<file path="config.mk">
export PLATFORM = sky130hd
export DESIGN_NAME = rep_word_unpacker
export DESIGN_NICKNAME = d
export VERILOG_FILES = /design/src/rtl/rep_word_unpacker.sv
export SDC_FILE = /design/constraint.sdc
export NUM_CORES = 1
export LEC_CHECK = 0
export ABC_CLOCK_PERIOD_IN_PS = 1300
export BUFFER_PORTS_ARGS = -buffer_cell sky130_fd_sc_hd__buf_2
export CORE_UTILIZATION = 40
export CTS_BUF_LIST = sky130_fd_sc_hd__clkbuf_8 sky130_fd_sc_hd__clkbuf_16
export CTS_CLUSTER_SIZE = 16
export DETAILED_ROUTE_END_ITERATION = 16
export PLACE_DENSITY = 0.69
export SYNTH_ARGS = -nofsm -noshare
export SYNTH_HDL_FRONTEND = slang
export SYNTH_SLANG_ARGS = --single-unit
</file>
<file path="constraint.sdc">
create_clock -name clk -period 1.3 [get_ports clk]
set_input_delay 0.26 -clock clk [delete_from_list [all_inputs] [get_ports clk]]
set_output_delay 0.26 -clock clk [all_outputs]
set_load 0.03 [all_outputs]
</file>
<file path="src/rtl/rep_word_unpacker.sv">
// rtl/rep_word_unpacker.sv - 2-entry skid buffer that unpacks {a,b,b,c} words and counts b-copy mismatches
module rep_word_unpacker #(
  parameter int ERR_CNT_W = 8
) (
  input  logic                 clk,
  input  logic                 rst_n,
  input  logic                 in_valid,
  output logic                 in_ready,
  input  logic [6:0]           in_word,
  output logic                 out_valid,
  input  logic                 out_ready,
  output logic                 out_a,
  output logic [1:0]           out_b,
  output logic [1:0]           out_c,
  output logic                 out_err,
  output logic [ERR_CNT_W-1:0] err_count,
  output logic                 err_sticky,
  input  logic                 clr_err
);

  typedef enum logic [1:0] {
    ST_EMPTY = 2'd0,
    ST_ONE   = 2'd1,
    ST_FULL  = 2'd2
  } state_t;

  // Entry layout: {err, a, b[1:0], c[1:0]}
  state_t         state_q, state_d;
  logic [5:0]     main_q, main_d;
  logic [5:0]     skid_q, skid_d;
  logic [ERR_CNT_W-1:0] err_count_q, err_count_d;
  logic           err_sticky_q, err_sticky_d;

  logic           in_xfer;
  logic           out_xfer;
  logic           consume_err;
  logic [5:0]     dec;

  // Handshake flags come straight from the registered state, so in_ready never depends on out_ready
  assign in_ready  = (state_q != ST_FULL);
  assign out_valid = (state_q != ST_EMPTY);
  assign in_xfer   = in_valid & in_ready;
  assign out_xfer  = out_valid & out_ready;
  assign consume_err = out_xfer & main_q[5];

  // Decoded entry; only ever captured on an input transfer, so X on an idle bus never lands in state
  assign dec = {(in_word[5:4] != in_word[3:2]), in_word[6], in_word[5:4], in_word[1:0]};

  assign out_err    = main_q[5];
  assign out_a      = main_q[4];
  assign out_b      = main_q[3:2];
  assign out_c      = main_q[1:0];
  assign err_count  = err_count_q;
  assign err_sticky = err_sticky_q;

  // Buffer next-state: main always holds the oldest word, skid only fills when main is stalled
  always_comb begin
    state_d = state_q;
    main_d  = main_q;
    skid_d  = skid_q;
    case (state_q)
      ST_EMPTY: begin
        if (in_xfer) begin
          main_d  = dec;
          state_d = ST_ONE;
        end
      end
      ST_ONE: begin
        if (in_xfer && out_xfer) begin
          main_d = dec;
        end else if (in_xfer) begin
          skid_d  = dec;
          state_d = ST_FULL;
        end else if (out_xfer) begin
          state_d = ST_EMPTY;
        end
      end
      ST_FULL: begin
        if (out_xfer) begin
          main_d  = skid_q;
          state_d = ST_ONE;
        end
      end
      default: state_d = ST_EMPTY;
    endcase
  end

  // Error accounting: clear wins, except a mismatch consumed in the same cycle still counts once
  always_comb begin
    err_count_d  = err_count_q;
    err_sticky_d = err_sticky_q;
    if (clr_err) begin
      err_count_d  = consume_err ? ERR_CNT_W'(1) : '0;
      err_sticky_d = consume_err;
    end else if (consume_err) begin
      err_sticky_d = 1'b1;
      if (err_count_q != {ERR_CNT_W{1'b1}}) begin
        err_count_d = err_count_q + ERR_CNT_W'(1);
      end
    end
  end

  // State and data registers with synchronous active-low reset
  always_ff @(posedge clk) begin
    if (!rst_n) begin
      state_q      <= ST_EMPTY;
      main_q       <= '0;
      skid_q       <= '0;
      err_count_q  <= '0;
      err_sticky_q <= 1'b0;
    end else begin
      state_q      <= state_d;
      main_q       <= main_d;
      skid_q       <= skid_d;
      err_count_q  <= err_count_d;
      err_sticky_q <= err_sticky_d;
    end
  end

endmodule

</file>
==> impl_metrics.csv <==
group,metric,value,unit
run_status,outcome,"complete, but fails checks",
run_status,violations,"setup timing",
yosys,seq_area_frac_synth,41.9,%
yosys,yosys_warnings,0,
finish,antenna_cells,0,
pwr,ir_worst_vdd,0.909,mV
placed_design,portBuffers,28,
sta,period_needed,1.34,ns
yosys,synth_top_area_share,41.9,%
floorplan,io_pins,29,
yosys,synth_cell_types,37,
floorplan,die_y,54.4,µm
pwr,power_density,943,nW/µm²
floorplan,die_w,54.4,µm
finish,final_layout_size_suffix_gt1_share,45.8,%
detailed_routing,drc,0,
yosys,yosysTopAreaCell,"dfxtp_1",
floorplan,dieArea,2960,µm²
run,max_cap_violations,0,
worst_setup_path,crit_arrival,1.08,ns
finish,area_growth,39.9,%
sta,fin_skew,0.00609,ns
yosys,ys_seq_elements,23,
clock_network,clk_path_buf_depth,2,
global_routing,gr-total-overflow,0,
pwr,pwr-share-comb,17.8,%
pwr,seqPwrFrac,51.9,%
detailed_routing,routed_wl,2.58,mm
yosys,syn-num-nets,124,
clock_network,cts-root-buf,"clkbuf_8",
pwr,switching_share,26.6,%
detailed_routing,drtPass1Iterations,4,
sta,maxSlewHeadroom,77.1,%
global_routing,grt_pass1_wl,3.80,mm
pwr,leakage,0.736,nW
pwr,p_clk_share,30.3,%
sta,finalHoldViolCount,0,
worst_setup_path,worstPathMaxFanout,3,
yosys,synth_most_common_cell,"dfxtp_1",
placed_design,gp_congestion,0.781,
detailed_routing,drtIter0Drc,14,
sta,setup_viol,10,
yosys,syn_area_per_cell,9.90,µm²
detailed_routing,wl_per_cell,14.1,µm
clock_network,h-tree-depth,1,
worst_setup_path,cp-end-kind,"output port",
worst_setup_path,worstSetupPathType,"flop to output port",
global_routing,grt_pass1_vias,832,
pwr,internal_power,0.00106,W
global_routing,antenna_found_initial,0,
clock_network,insertion_delay,0.26,ns
global_routing,grt_max_degree,17,
worst_setup_path,start_kind,"flop",
yosys,async_flop_share,0,%
worst_hold_path,hp-class,"primary input to flop",
finish,nNetsFinal,167,
clock_network,cts_tree,"done",
sta,worstMarginPinSlew,0.343,ns
floorplan,core_area,2540,µm²
clock_network,cts_made_buffers,3,
finish,final_area,1540,µm²
detailed_routing,ant_nets,0,
global_routing,gr-usage-all-layers,18.2,%
placed_design,dp_hpwl,1.73,mm
sta,fin_crit_sh,103,%
detailed_routing,avgViaCountPerCell,5.33,
sta,fmax,749,MHz
detailed_routing,via_count,976,
global_routing,met3_usage,2.78,%
global_routing,busiest_layer,"met2",
floorplan,fp-row-count,18,
floorplan,start_util,43.2,%
sta,setup_slack,-0.0351,ns
yosys,ys_top_cells_by_area,"dfxtp_1, mux2i_1, o211a_1",
pwr,finalPower,0.00145,W
yosys,synthFlopType,"dfxtp_1",
sta,rsz0062_at_grt,"true",
clock_network,path_clk_slew,0.08,ns
yosys,synth_edf_count,0,
yosys,ys_top_cells_by_count,"dfxtp_1, mux2i_1, nor2_1",
yosys,syn_area,1100,µm²
clock_network,cts_sinks,23,
yosys,syn-instance-count,111,
sta,maxSlewViolCount,0,
global_routing,met1_usage,23.9,%
placed_design,dpl_cell_area,1370,µm²
global_routing,gr-usage-met2,30.5,%
worst_setup_path,worst_ep_required_time,1.04,ns
pwr,switchingPower,0.000385,W
## cells by family (layout without fill, tap and decap cells)
| logic type | after synthesis | after routing | share of synthesized area [%] |
|---|---|---|---|
| xor gates and xnor gates | 7 | 7 | 5.58 |
| DFF | 23 | 23 | 41.9 |
| AOI/OAI and AO/OA | 22 | 23 | 17.2 |
| muxes | 12 | 12 | 10.9 |
| adders and majority gates | 1 | 1 | 1.14 |
| and+or+nand+nor | 40 | 40 | 20.4 |
| buffers and inverters | 6 | 47 | 2.85 |
## per-stage QoR
step | setup slack (ns) | hold slack [ns] | cells | utilization [%] | setup TNS (ns)
final | -0.0351 | 0.270 | 183 | 60.4 | -0.0902
after CTS | -0.0287 | 0.271 | 182 | 59.3 | -0.121
after global routing | -0.101 | 0.283 | 183 | 60.4 | -0.754
after global placement | 0.0234 | 0.453 | 172 | 53.7 | 0
after floorplan | 0.0341 | 0.429 | 111 | - | 0
after detailed placement | -0.0127 | 0.474 | 172 | 53.7 | -0.0154
## registers in the layout, indices dropped and copies added (netlist names)
name	cells
skid_q	6
err_count	8
state_q	2
main_q	6
err_sticky	1
## critical path: stages (launching register included)
cell,delay (ns)
dfxtp_2,0.35
buf_6,0.11
or2_4,0.22
buf_6,0.13
## power by group through the flow
stage	sequential (W)	clock, W	combinational, W
after floorplan	0.000803	0	0.000110
after global placement	0.000765	0	0.000224
after detailed placement	0.000767	0	0.000229
after CTS	0.000751	0.000451	0.000250
after global routing	0.000757	0.000471	0.000276
final	0.000752	0.000439	0.000257
## cell type report
| type | count | area, µm² |
|---|---|---|
| fillers | 230 | 1010 |
| multi-input cells | 83 | 683 |
| flip-flops and latches | 23 | 480 |
| repair buffers | 42 | 285 |
| clock buffers | 3 | 41.3 |
| well taps | 30 | 37.5 |
| clock inverters | 1 | 5.00 |
| inverters | 1 | 3.75 |
## final timing paths
check | endpoint | start | slack, ns | cells after the start
hold / removal | skid_q[0] | in_word[0] | 0.27 | 3
setup / recovery | out_valid | state_q[1] | -0.04 | 3
hold reg to reg | main_q[5] | main_q[5] | 0.49 | 2
setup reg to reg | skid_q[3] | state_q[1] | -0.01 | 6
## repair_timing
action,CTS,global route
resized for setup,13,7
setup buffers,6,1
setup endpoints to repair,7,16
hold buffers,0,0
pin swaps,5,3
gates cloned,0,1
## placed cells by master, fill, tap and decap left out, types with 2 or more instances in the layout
cell / n
dfxtp_4: 3
buf_6: 4
o211ai_1: 3
nand3_1: 2
xor2_1: 4
dfxtp_2: 7
mux2i_1: 12
nand2_1: 7
clkbuf_8: 3
buf_4: 10
nand2b_4: 2
buf_2: 26
dfxtp_1: 13
nor2_1: 10
o211a_1: 6
nor2b_1: 6
and3_1: 2
xnor2_1: 3
o21a_1: 3
## per-layer routing
layer	part of all wire (%)	routed length, µm
met4	0.62	16
met1	46	1200
met2	50	1290
met5	0	0
met3	2.9	76
Note: power is estimated with default switching activity, not from simulation.
